==> src/rtl/ir_rx_pkg.sv <==
// =====================================================================
// Module : ir_rx_pkg
// Brief  : Shared types, car burst sizes and burst classifier for the IR receiver
// Rev    : 1.0 - initial release
// =====================================================================
`default_nettype none

package ir_rx_pkg;

   localparam int PCNT_W = 9;
   localparam int IDLE_W = 16;

   typedef enum logic [1:0] {
      ST_IDLE       = 2'd0,
      ST_WAIT_BURST = 2'd1,
      ST_IN_BURST   = 2'd2
   } ir_rx_state_t;

   typedef enum logic [1:0] {
      BC_S = 2'd0,
      BC_A = 2'd1,
      BC_D = 2'd2,
      BC_X = 2'd3
   } burst_class_t;

   typedef struct packed {
      int START_SIZE;
      int ASSERT_SIZE;
      int DEASSERT_SIZE;
   } car_settings_t;

   localparam car_settings_t CAR0 = '{START_SIZE: 191, ASSERT_SIZE: 47, DEASSERT_SIZE: 22};

   function automatic logic in_window(input logic [PCNT_W-1:0] cnt, input int centre, input int tol);
      return (int'(cnt) >= centre - tol) && (int'(cnt) <= centre + tol);
   endfunction

   function automatic burst_class_t classify(input logic [PCNT_W-1:0] cnt,
                                             input int start_size,
                                             input int assert_size,
                                             input int deassert_size,
                                             input int tol);
      if (in_window(cnt, start_size, tol))    return BC_S;
      if (in_window(cnt, assert_size, tol))   return BC_A;
      if (in_window(cnt, deassert_size, tol)) return BC_D;
      return BC_X;
   endfunction

   // Two inclusive +/-tol windows collide when their centres are within 2*tol.
   function automatic logic windows_overlap(input int a, input int b, input int tol);
      return ((a > b) ? (a - b) : (b - a)) <= 2 * tol;
   endfunction

endpackage

`default_nettype wire

==> src/rtl/ir_receiver_if.sv <==
// =====================================================================
// Module : ir_receiver_if
// Brief  : IR line input and decoded command outputs of the IR receiver
// Rev    : 1.0 - initial release
// =====================================================================
`default_nettype none

interface ir_receiver_if #(
   parameter int CMD_LEN = 4
);
   logic               IR_IN;
   logic [CMD_LEN-1:0] COMMAND;
   logic               VALID;
   logic               ERROR;
   logic               BUSY;

   modport master (
      output IR_IN,
      input  COMMAND,
      input  VALID,
      input  ERROR,
      input  BUSY
   );

   modport slave (
      input  IR_IN,
      output COMMAND,
      output VALID,
      output ERROR,
      output BUSY
   );
endinterface

`default_nettype wire

==> src/rtl/ir_burst_counter.sv <==
// =====================================================================
// Module : ir_burst_counter
// Brief  : IR line synchroniser, rise detect, per-burst pulse count and gap timers
// Rev    : 1.0 - initial release
// =====================================================================
`default_nettype none

module ir_burst_counter
   import ir_rx_pkg::*;
#(
   parameter int GAP_CYCLES     = 10000,
   parameter int TIMEOUT_CYCLES = 4 * GAP_CYCLES
) (
   input  logic              CLK,
   input  logic              RESET,
   input  logic              ir_i,
   output logic              rise_o,
   output logic [PCNT_W-1:0] pcnt_o,
   output logic              burst_done_o,
   output logic              timeout_o
);

   localparam logic [IDLE_W-1:0] c_gap_end  = IDLE_W'(GAP_CYCLES - 1);
   localparam logic [IDLE_W-1:0] c_tmo_end  = IDLE_W'(TIMEOUT_CYCLES - 1);
   localparam logic [IDLE_W-1:0] c_idle_max = IDLE_W'(TIMEOUT_CYCLES);
   localparam logic [PCNT_W-1:0] c_pcnt_max = '1;

   generate
      if ((TIMEOUT_CYCLES >= (2 ** IDLE_W)) || (GAP_CYCLES < 2) || (TIMEOUT_CYCLES <= GAP_CYCLES)) begin : g_param_check
         $error("ir_burst_counter: gap/timeout lengths do not fit the idle counter");
      end
   endgenerate

   logic              sync1_q;
   logic              sync2_q;
   logic              prev_q;
   logic              open_q;
   logic              open_d;
   logic [PCNT_W-1:0] pcnt_q;
   logic [PCNT_W-1:0] pcnt_d;
   logic [PCNT_W-1:0] burst_pcnt_q;
   logic [IDLE_W-1:0] idle_q;
   logic [IDLE_W-1:0] idle_d;
   logic              burst_done_q;
   logic              timeout_q;
   logic              w_rise;
   logic              w_end;
   logic              w_tmo;

   assign w_rise = sync2_q & ~prev_q;
   assign w_end  = open_q & ~w_rise & (idle_q == c_gap_end);
   assign w_tmo  = ~w_rise & (idle_q == c_tmo_end);

   // The idle timer keeps running after a burst closes so it also times the inter-burst wait.
   always_comb begin
      pcnt_d = pcnt_q;
      idle_d = idle_q;
      open_d = open_q;
      if (w_rise) begin
         if (pcnt_q != c_pcnt_max) begin
            pcnt_d = pcnt_q + 1'b1;
         end
         idle_d = '0;
         open_d = 1'b1;
      end else begin
         if (idle_q != c_idle_max) begin
            idle_d = idle_q + 1'b1;
         end
         if (w_end) begin
            pcnt_d = '0;
            open_d = 1'b0;
         end
      end
   end

   always_ff @(posedge CLK or posedge RESET) begin
      if (RESET) begin
         sync1_q      <= 1'b0;
         sync2_q      <= 1'b0;
         prev_q       <= 1'b0;
         pcnt_q       <= '0;
         idle_q       <= '0;
         open_q       <= 1'b0;
         burst_pcnt_q <= '0;
         burst_done_q <= 1'b0;
         timeout_q    <= 1'b0;
      end else begin
         sync1_q      <= ir_i;
         sync2_q      <= sync1_q;
         prev_q       <= sync2_q;
         pcnt_q       <= pcnt_d;
         idle_q       <= idle_d;
         open_q       <= open_d;
         burst_done_q <= w_end;
         timeout_q    <= w_tmo;
         if (w_end) begin
            burst_pcnt_q <= pcnt_q;
         end
      end
   end

   assign rise_o       = w_rise;
   assign pcnt_o       = burst_pcnt_q;
   assign burst_done_o = burst_done_q;
   assign timeout_o    = timeout_q;

endmodule

`default_nettype wire

==> src/rtl/ir_receiver.sv <==
// =====================================================================
// Module : ir_receiver
// Brief  : Frame decoder turning classified IR bursts into a command word
// Rev    : 1.0 - initial release
// =====================================================================
`default_nettype none

module ir_receiver
   import ir_rx_pkg::*;
#(
   parameter int CMD_LEN       = 4,
   parameter int START_SIZE    = CAR0.START_SIZE,
   parameter int ASSERT_SIZE   = CAR0.ASSERT_SIZE,
   parameter int DEASSERT_SIZE = CAR0.DEASSERT_SIZE,
   parameter int TOL           = 3,
   parameter int GAP_CYCLES    = 10000
) (
   input  logic         CLK,
   input  logic         RESET,
   ir_receiver_if.slave bus
);

   localparam int BIDX_W = $clog2(CMD_LEN + 1);

   generate
      if (windows_overlap(START_SIZE, ASSERT_SIZE, TOL) ||
          windows_overlap(START_SIZE, DEASSERT_SIZE, TOL) ||
          windows_overlap(ASSERT_SIZE, DEASSERT_SIZE, TOL)) begin : g_window_check
         $error("ir_receiver: burst classification windows overlap");
      end
   endgenerate

   ir_rx_state_t        state_q;
   logic [BIDX_W-1:0]   bidx_q;
   logic [CMD_LEN-1:0]  shadow_q;
   logic [CMD_LEN-1:0]  command_q;
   logic                valid_q;
   logic                error_q;
   logic                busy_q;
   logic [CMD_LEN-1:0]  w_shadow_upd;
   logic [PCNT_W-1:0]   w_pcnt;
   logic                w_rise;
   logic                w_burst_done;
   logic                w_timeout;
   logic                w_last;
   burst_class_t        w_cls;

   ir_burst_counter #(
      .GAP_CYCLES     (GAP_CYCLES),
      .TIMEOUT_CYCLES (4 * GAP_CYCLES)
   ) u_counter (
      .CLK          (CLK),
      .RESET        (RESET),
      .ir_i         (bus.IR_IN),
      .rise_o       (w_rise),
      .pcnt_o       (w_pcnt),
      .burst_done_o (w_burst_done),
      .timeout_o    (w_timeout)
   );

   assign w_cls  = classify(w_pcnt, START_SIZE, ASSERT_SIZE, DEASSERT_SIZE, TOL);
   assign w_last = (bidx_q == BIDX_W'(CMD_LEN));

   // Command burst bidx lands in shadow bit bidx-1.
   always_comb begin
      w_shadow_upd = shadow_q;
      for (int i = 0; i < CMD_LEN; i++) begin
         if (int'(bidx_q) == i + 1) begin
            w_shadow_upd[i] = (w_cls == BC_A);
         end
      end
   end

   always_ff @(posedge CLK or posedge RESET) begin
      if (RESET) begin
         state_q   <= ST_IDLE;
         bidx_q    <= '0;
         shadow_q  <= '0;
         command_q <= '0;
         valid_q   <= 1'b0;
         error_q   <= 1'b0;
         busy_q    <= 1'b0;
      end else begin
         valid_q <= 1'b0;
         error_q <= 1'b0;
         busy_q  <= (state_q != ST_IDLE);
         case (state_q)
            ST_IDLE: begin
               if (w_rise) begin
                  state_q <= ST_IN_BURST;
                  bidx_q  <= '0;
               end
            end
            ST_WAIT_BURST: begin
               if (w_rise) begin
                  state_q <= ST_IN_BURST;
               end else if (w_timeout) begin
                  error_q <= 1'b1;
                  bidx_q  <= '0;
                  state_q <= ST_IDLE;
               end
            end
            ST_IN_BURST: begin
               if (w_burst_done) begin
                  if (bidx_q == '0) begin
                     if (w_cls == BC_S) begin
                        bidx_q   <= BIDX_W'(1);
                        shadow_q <= '0;
                        state_q  <= ST_WAIT_BURST;
                     end else begin
                        error_q <= 1'b1;
                        state_q <= ST_IDLE;
                     end
                  end else begin
                     case (w_cls)
                        BC_A, BC_D: begin
                           shadow_q <= w_shadow_upd;
                           if (w_last) begin
                              command_q <= w_shadow_upd;
                              valid_q   <= 1'b1;
                              bidx_q    <= '0;
                              state_q   <= ST_IDLE;
                           end else begin
                              bidx_q  <= bidx_q + 1'b1;
                              state_q <= ST_WAIT_BURST;
                           end
                        end
                        BC_S: begin
                           bidx_q   <= BIDX_W'(1);
                           shadow_q <= '0;
                           state_q  <= ST_WAIT_BURST;
                        end
                        default: begin
                           error_q <= 1'b1;
                           bidx_q  <= '0;
                           state_q <= ST_IDLE;
                        end
                     endcase
                  end
                  // A pulse arriving while the old burst is judged already opens the next burst.
                  if (w_rise) begin
                     state_q <= ST_IN_BURST;
                  end
               end
            end
            default: begin
               state_q <= ST_IDLE;
               bidx_q  <= '0;
            end
         endcase
      end
   end

   assign bus.COMMAND = command_q;
   assign bus.VALID   = valid_q;
   assign bus.ERROR   = error_q;
   assign bus.BUSY    = busy_q;

endmodule

`default_nettype wire

==> src/flat_wrapper.sv <==
// flat-port wrapper written by rule: the top's interface ports become plain ports
module ir_receiver_flat import ir_rx_pkg::*;
#(
   parameter int CMD_LEN       = 4,
   parameter int START_SIZE    = CAR0.START_SIZE,
   parameter int ASSERT_SIZE   = CAR0.ASSERT_SIZE,
   parameter int DEASSERT_SIZE = CAR0.DEASSERT_SIZE,
   parameter int TOL           = 3,
   parameter int GAP_CYCLES    = 10000
)
  (CLK, RESET, bus_IR_IN, bus_COMMAND, bus_VALID, bus_ERROR, bus_BUSY);
  ir_receiver_if #(.CMD_LEN(CMD_LEN)) bus_i ();
  input  logic CLK;
  input  logic RESET;
  input wire logic [$bits(bus_i.IR_IN)-1:0] bus_IR_IN;
  output wire logic [$bits(bus_i.COMMAND)-1:0] bus_COMMAND;
  output wire logic [$bits(bus_i.VALID)-1:0] bus_VALID;
  output wire logic [$bits(bus_i.ERROR)-1:0] bus_ERROR;
  output wire logic [$bits(bus_i.BUSY)-1:0] bus_BUSY;
  assign bus_i.IR_IN = bus_IR_IN;
  assign bus_COMMAND = bus_i.COMMAND;
  assign bus_VALID = bus_i.VALID;
  assign bus_ERROR = bus_i.ERROR;
  assign bus_BUSY = bus_i.BUSY;
  ir_receiver #(.CMD_LEN(CMD_LEN), .START_SIZE(START_SIZE), .ASSERT_SIZE(ASSERT_SIZE), .DEASSERT_SIZE(DEASSERT_SIZE), .TOL(TOL), .GAP_CYCLES(GAP_CYCLES)) u_core (.CLK(CLK), .RESET(RESET), .bus(bus_i));
endmodule
==> config.mk <==
export PLATFORM = sky130hd
export DESIGN_NAME = ir_receiver_flat
export DESIGN_NICKNAME = d
export VERILOG_FILES = /design/src/rtl/ir_rx_pkg.sv /design/src/rtl/ir_receiver_if.sv /design/src/rtl/ir_burst_counter.sv /design/src/rtl/ir_receiver.sv /design/src/flat_wrapper.sv
export SDC_FILE = /design/constraint.sdc
export NUM_CORES = 1
export LEC_CHECK = 0
export ABC_AREA = 1
export BUFFER_PORTS_ARGS = -buffer_cell sky130_fd_sc_hd__buf_2
export CELL_PAD_IN_SITES_DETAIL_PLACEMENT = 0
export CELL_PAD_IN_SITES_GLOBAL_PLACEMENT = 1
export CORE_MARGIN = 2
export CORE_UTILIZATION = 40
export DETAILED_ROUTE_END_ITERATION = 7
export PLACE_DENSITY = 0.81
export SLEW_MARGIN = 20
export SYNTH_ARGS = -nofsm -noshare
export SYNTH_HDL_FRONTEND = slang
export SYNTH_SLANG_ARGS = --single-unit
==> constraint.sdc <==
create_clock -name CLK -period 2.02 [get_ports CLK]
set_input_delay 0.303 -clock CLK [delete_from_list [all_inputs] [get_ports CLK]]
set_output_delay 0.303 -clock CLK [all_outputs]
set_load 0.01 [all_outputs]
# ---- Word level (Yosys, flattened, before mapping)
# Index checks and enable logic that the tools add are counted.
dict set report word_totals {
  reg_bits 56
  inputBits 3
  out_inout_bits 7
  word_cells 127
}
dict set report op_classes {
  addsub 3
  n_lt_le_gt_ge 6
  n_eq_ne 21
  muxes 57
  n_bitwise 7
  n_reduce_logical 17
}
# op count
set ops {}
lappend ops {{16-bit two-way mux} 2}
lappend ops {{9-bit two-way mux} 3}
lappend ops {{1-bit two-way mux} 25}
lappend ops {{2-bit two-way mux} 12}
lappend ops {{3-bit two-way mux} 7}
lappend ops {{16-bit by 1-bit adder with 16-bit output, second input constant} 1}
lappend ops {{16-bit by 14-bit equality test with 1-bit output, second input constant} 1}
lappend ops {{16-bit equality test, second input constant} 1}
lappend ops {{16-bit != test, second input constant} 1}
lappend ops {{3-bit equality test, second input constant} 4}
lappend ops {{2-bit != test, second input constant} 5}
lappend ops {{5-bit AND reduction} 2}
lappend ops {{9-bit by 1-bit adder with 9-bit output, second input constant} 1}
lappend ops {{9-bit by 5-bit greater-or-equal comparator with 1-bit output, second input constant} 1}
lappend ops {{9-bit by 6-bit greater-or-equal comparator with 1-bit output, second input constant} 1}
lappend ops {{9-bit by 8-bit greater-or-equal comparator with 1-bit output, second input constant} 1}
lappend ops {{9-bit by 5-bit less-or-equal comparator with 1-bit output, second input constant} 1}
lappend ops {{9-bit by 6-bit less-or-equal comparator with 1-bit output, second input constant} 1}
lappend ops {{9-bit by 8-bit less-or-equal comparator with 1-bit output, second input constant} 1}
lappend ops {{9-bit != test, second input constant} 1}
lappend ops {{3-bit one-hot mux with 3 select lines} 1}
lappend ops {{4-bit two-way mux} 2}
lappend ops {{4-bit one-hot mux with 2 select lines} 1}
lappend ops {{2-bit nonzero test} 4}
lappend ops {{other kinds (19)} 31}

# ---- Depth between registers and ports, before layout
dict set report logic_depth {
  word_depth 16
  depth_mapped 16
  mapped_depth_nobuf 16
}

# ---- By module
# A second synthesis with hierarchy kept.
dict set report hier_totals {
  cells_unflattened 453
  area_unflattened_um2 3273.1
}
# module n_inst cells_per_inst area_per_inst_um2 seq_area_each_um2
set modules_own_cells {}
lappend modules_own_cells {ir_burst_counter 1 293 2140.8 1001.0}
lappend modules_own_cells {ir_receiver 1 160 1132.3 400.4}

# ---- Least setup slack after synthesis
# OpenSTA, ideal clock, no wires.
dict set report synth_timing {
  path_kind {flip-flop to flip-flop}
  start {register u_core.u_counter.burst_pcnt_q[2] (netlist: u_core.u_counter.pcnt_o[2])}
  end {register u_core.bidx_q[0]}
  setup_time_ns 0.118
  t_arrival_ns 1.731
  t_required_ns 1.902
  path_slack_ns 0.171
  stages_incl_launch_ff 16
  path_buffers 0
  synth_period_minus_slack_ns 1.849
  cell_sequence {dfrtp_1 nor2_1 nand2_1 inv_1 nand2_1 o21ai_0 nand2_1 o21ai_0 ha_1 inv_1 nand2_1 o21ai_1 nor2_1 inv_2 nand2_1 nand2_1}
}
dict set report synth_between {
  elab_chain_cells 14
  word_cells_on_any_way 30
  cone_classes {6 x order compare; 3 x eq/ne; 15 x mux; 6 x reduce/logical}
}
# item line_no
set synth_lines {}
lappend synth_lines {{start, declared} ir_burst_counter.sv:41} ;# logic [PCNT_W-1:0] burst_pcnt_q;
lappend synth_lines {{start signal, assigned} ir_burst_counter.sv:97} ;# burst_pcnt_q <= pcnt_q;
lappend synth_lines {{9-bit by 5-bit greater-or-equal comparator with 1-bit output or 9-bit by 5-bit less-or-equal comparator with 1-bit output (tied branches)} ir_rx_pkg.sv:35} ;# return (int'(cnt) >= centre - tol) && (int'(cnt) <= centre + tol);
lappend synth_lines {{1-bit logical AND} ir_rx_pkg.sv:35}
lappend synth_lines {{1-bit two-way mux (2 in series)} ir_rx_pkg.sv:45} ;# if (in_window(cnt, deassert_size, tol)) return BC_D;
lappend synth_lines {{1-bit two-way mux} ir_rx_pkg.sv:44} ;# if (in_window(cnt, assert_size, tol)) return BC_A;
lappend synth_lines {{2-bit two-way mux} ir_rx_pkg.sv:46} ;# return BC_X;
lappend synth_lines {{2-bit two-way mux} ir_rx_pkg.sv:45}
lappend synth_lines {{2-bit two-way mux *} ir_rx_pkg.sv:44}
lappend synth_lines {{2-bit equality test or 2-bit by 1-bit equality test with 1-bit output (tied branches)} ir_receiver.sv:115} ;# case (w_cls)
lappend synth_lines {{2-bit OR reduction} ir_receiver.sv:115}
lappend synth_lines {{3-bit one-hot mux with 2 select lines} ir_receiver.sv:115}
lappend synth_lines {{3-bit two-way mux} ir_receiver.sv:105} ;# if (bidx_q == '0) begin
lappend synth_lines {{3-bit two-way mux} ir_receiver.sv:104} ;# if (w_burst_done) begin
lappend synth_lines {{3-bit one-hot mux with 3 select lines} ir_receiver.sv:87} ;# case (state_q)
lappend synth_lines {{end signal, assigned} ir_receiver.sv:124} ;# bidx_q <= bidx_q + 1'b1;
lappend synth_lines {{end, declared} ir_receiver.sv:34} ;# logic [BIDX_W-1:0] bidx_q;
# Every way passes the cells marked *; elsewhere a longest branch is shown, timed or not. The select of a mux whose other input is x is not followed.
# A chain may end at the register's enable or synchronous reset.

# ---- Worst setup path after layout
dict set report layout_timing {
  start {register u_core.u_counter.burst_pcnt_q[3] (netlist: u_core.u_counter.pcnt_o[3])}
  end {register u_core.shadow_q[3]}
}
dict set report layout_between {
  elab_chain_cells 12
  word_cells_on_any_way 30
  cone_classes {6 x order compare; 3 x eq/ne; 14 x mux; 7 x reduce/logical}
}
# item line_no
set layout_lines {}
lappend layout_lines {{9-bit by 5-bit greater-or-equal comparator with 1-bit output or 9-bit by 5-bit less-or-equal comparator with 1-bit output (tied branches)} ir_rx_pkg.sv:35}
lappend layout_lines {{1-bit logical AND} ir_rx_pkg.sv:35}
lappend layout_lines {{1-bit two-way mux (2 in series)} ir_rx_pkg.sv:45}
lappend layout_lines {{1-bit two-way mux} ir_rx_pkg.sv:44}
lappend layout_lines {{2-bit two-way mux} ir_rx_pkg.sv:46}
lappend layout_lines {{2-bit two-way mux} ir_rx_pkg.sv:45}
lappend layout_lines {{2-bit two-way mux *} ir_rx_pkg.sv:44}
lappend layout_lines {{2-bit by 1-bit equality test with 1-bit output or 2-bit equality test (tied branches)} {ir_receiver.sv:69, ir_receiver.sv:115}}
lappend layout_lines {{1-bit two-way mux or 2-bit OR reduction (tied branches)} {ir_receiver.sv:68, ir_receiver.sv:115}}
lappend layout_lines {{4-bit one-hot mux with 2 select lines or 2-bit nonzero test (tied branches)} n/a}
lappend layout_lines {{4-bit two-way mux or 4-bit AND reduction (tied branches)} n/a}
lappend layout_lines {{end signal, assigned} ir_receiver.sv:117} ;# shadow_q <= w_shadow_upd;
lappend layout_lines {{end, declared} ir_receiver.sv:35} ;# logic [CMD_LEN-1:0] shadow_q;
# Marks and branches as above.

==> results by group <==
Global routing
  – Global-route wire length before repair: 11400 um
  – All-Layer GR Usage: 0.159
  – Initial antenna violation count: 0
  – Pin count of the biggest net entering global routing: 37
  – Vias in the first global route: 2499
  – Gr ovfl total: 0

Routing
  – Post-route ant nets: 0
  – Wire per inst: 11.7 um
  – # DRC: 0
  – Iteration-0 DRC Markers: 95
  – First drt pass iteration count: 4
  – Vias/cell: 4.79
  – Detailed-route via count: 2754
  – Drt total wl: 6740 um

Worst setup path
  – Worst EP arrival: 2.16 ns
  – CP Launch Point: u_core.u_counter.pcnt_o[3]$_DFFE_PP0P_
  – Crit-path cells: nor2_2 -> nand2_1 -> inv_2 -> nand2_1 -> o21ai_2 -> nand2_2 -> o21ai_4 -> inv_2 -> ha_1 -> nor2_1 -> o21ai_1 -> a22o_1
  – Setup crit start kind: register
  – Instance count on the critical path: 12
  – WS Path Type: register to register
  – WP data required: 2.23 ns
  – R2r endpoint: u_core.shadow_q[3]$_DFFE_PP0P_
  – Worst reg-to-reg path cell count: 12
  – Critical R2R Launch: u_core.u_counter.pcnt_o[3]$_DFFE_PP0P_
  – Crit. End Element: register
  – Slowest library cell on the worst path: dfrtp_1
  – Setup crit end: u_core.shadow_q[3]$_DFFE_PP0P_
  – Crit-path max FO: 5
  – CP delay by family, top: compound AO/OA/AOI/OAI gates
  – Crit path buffers/inverters: 2
  – Critical path's largest stage delay: 0.45 ns
  – FF-to-FF setup slack: 0.07 ns

Floorplan
  – CORE AREA: 8090 um2
  – Row cnt: 33
  – Die ar.: 9010 um2
  – Die width: 94.9 um
  – Die height: 94.9 um
  – Starting Density: 0.408
  – I/O pin count: 10

Hold path
  – HP Class: primary input to register

Timing
  – Setup Skew: 0.0144 ns
  – Sum of negative setup slack: 0 ns
  – Fin worst setup slack: 0.0743 ns
  – Slew Viols, Final: 0
  – Final Setup Violations: 0
  – Final Hold Vio Count: 0
  – Tmin final: 1.95 ns
  – Actual slew at the worst max-slew pin: 0.490 ns
  – RSZ-0062 raised after global routing: true
  – Fmax: 514 MHz
  – Max_slew headroom: 0.673
  – Period utilization: 0.963

CTS
  – CTS sink count: 56
  – Clock root cell: clkbuf_8
  – Max clock buf depth: 2
  – Worst-path clk slew: 0.11 ns
  – CTS tree: done
  – CTS Buf Count: 5
  – H-tree depth: 2
  – Skew-Pair Late Insertion Delay: 0.32 ns

Placement
  – Place WS: -0.0551 ns
  – Number of I/O port buffers: 9
  – Routability cong.: 0.775
  – DP HPWL: 4860 um

Layout
  – Final nets: 489
  – Layout Utilization: 0.464
  – Antenna Cells: 0
  – Fraction of layout cells with a size suffix above 1: 0.202
  – Most frequent cells in the layout: nand2_1 (121), dfrtp_1 (56), nor2_1 (55)
  – Area growth from synthesis to layout: 13.6%
  – Commonest non-fill, non-tap cell in the layout: nand2_1

Job
  – Max-Cap Viols: 0

Power and ir drop
  – Lkg Pwr: 0.00182 uW
  – Total power: 2450 uW
  – VDD IR-drop max: 269 uV
  – Power Density: 653 nW/um2

Synthesis
  – Post-Synthesis Cell Area: 3310 um2
  – Netlist cell types: 30
  – YS warnings: 0
  – Sequential area share after synthesis: 0.424
  – Avg Inst Size Synth: 7.50 um2
  – Seq cells post-synth: 56
  – Syn_nets: 461
  – Syn Inst Count: 441

Outcome
  – Status: completed
==> registers in the layout, indices dropped and copies added (netlist names) <==
name                           count
u_core.bus.COMMAND                 4
u_core.bidx_q                      3
u_core.u_counter.pcnt_o            9
u_core.u_counter.open_q            1
u_core.u_counter.burst_done_o      1
u_core.u_counter.prev_q            1
u_core.u_counter.idle_q           16
u_core.shadow_q                    4
u_core.state_q                     2
u_core.u_counter.pcnt_q            9
u_core.u_counter.sync2_q           1
u_core.u_counter.sync1_q           1
u_core.bus.ERROR                   1
u_core.u_counter.timeout_o         1
u_core.bus.VALID                   1
u_core.bus.BUSY                    1
==> synth_stat cells <==
cell type  count  share of area
ha_1          17          0.064
nor3_4         1         0.0049
nand2_2        9          0.017
xor2_1         4          0.011
and2_1         2         0.0038
clkbuf_1       1         0.0011
a22o_1         1         0.0026
nand3_2        8          0.024
nor2_2         6          0.011
a31oi_1        2         0.0038
nor2_4         2         0.0068
inv_2          7         0.0079
nand3b_1       1         0.0023
nand2_1      125           0.14
a21oi_1       10          0.015
or2_2          2         0.0038
nand4_1        6          0.011
a21boi_0       1         0.0023
nand3_1       23          0.035
o21ai_2        6          0.016
inv_1         56          0.064
nor2_1        58          0.066
o21ai_0       19          0.029
buf_2          3         0.0045
and2_0         1         0.0019
buf_6          2         0.0068
nor4_1         1         0.0019
o21ai_1        3         0.0045
nor3_1         8          0.012
dfrtp_1       56           0.42
==> report_power, final <==
part / total (uW) / switching [uW] / leakage, uW / internal (uW)
sequential: 1300 / 93.6 / 0.000756 / 1200
clock: 644 / 394 / 0.0000485 / 250
combinational: 511 / 324 / 0.00102 / 186
total: 2450 / 812 / 0.00182 / 1640
==> repair_timing <==
item	in CTS	in global routing
gates cloned	1	0
buffers inserted	3	3
endpoints found under the setup margin	9	21
gates resized for setup	5	23
endpoints found under the hold margin	9	0
pin swaps	1	10
hold buffers	1	0
==> cells by family after synthesis <==
kind of cell / count (synthesis) / synth area share
adders and majority gates: 17 / 0.0643
xor gates and xnor gates: 4 / 0.0106
AOI/OAI and AO/OA: 42 / 0.0731
and+or+nand+nor: 253 / 0.344
buffers and inverters: 69 / 0.0840
DFF: 56 / 0.424
==> area by class of cell <==
cell class	count	area (um2)
well taps	105	131
multi-input cells	317	1700
clock inverters	3	22.5
fillers	835	4340
inverters	63	239
clock buffers	5	68.8
repair buffers	26	188
flip-flops and latches	56	1400
==> stage by stage <==
stage / hold WS [ns] / instance area (um2) / cells
final: 0.0958 / 3750 / 575
after floorplan: 0.331 / 3310 / 441
after detailed placement: 0.338 / 3530 / 559
after global routing: 0.0763 / 3750 / 575
after CTS: 0.0834 / 3680 / 572
after global placement: 0.341 / 3530 / 559
==> worst reg2reg max path: stages, from the launching register on <==
cell     delay [ns]
dfrtp_1        0.45
nor2_2         0.14
nand2_1        0.07
inv_2          0.08
nand2_1        0.07
o21ai_2        0.07
nand2_2        0.10
o21ai_4        0.10
inv_2          0.06
ha_1           0.20
nor2_1         0.13
o21ai_1        0.15
a22o_1         0.23
==> per-layer routing <==
metal  vias up  share of wire  global-route usage  wire [um]
met1      1288           0.49               0.222       3330
met5         -              0                   0          0
met3         6          0.020              0.0263        133
li1       1435              -                   -          -
met2        25           0.47               0.255       3200
met4         0          0.012              0.0447         80
==> how the worst min path moves through the flow <==
stage | start | to | slack (ns) | cells after the start
after global placement | u_core.u_counter.sync1_q$_DFF_PP0_ | u_core.u_counter.sync2_q$_DFF_PP0_ | 0.34 | 0
after detailed placement | u_core.u_counter.sync1_q$_DFF_PP0_ | u_core.u_counter.sync2_q$_DFF_PP0_ | 0.34 | 0
final | bus_IR_IN | u_core.u_counter.sync1_q$_DFF_PP0_ | 0.1 | 1
after floorplan | u_core.u_counter.sync1_q$_DFF_PP0_ | u_core.u_counter.sync2_q$_DFF_PP0_ | 0.33 | 0
after CTS | bus_IR_IN | u_core.u_counter.sync1_q$_DFF_PP0_ | 0.08 | 1
after global routing | bus_IR_IN | u_core.u_counter.sync1_q$_DFF_PP0_ | 0.08 | 1
(Power assumes the default switching activity.)
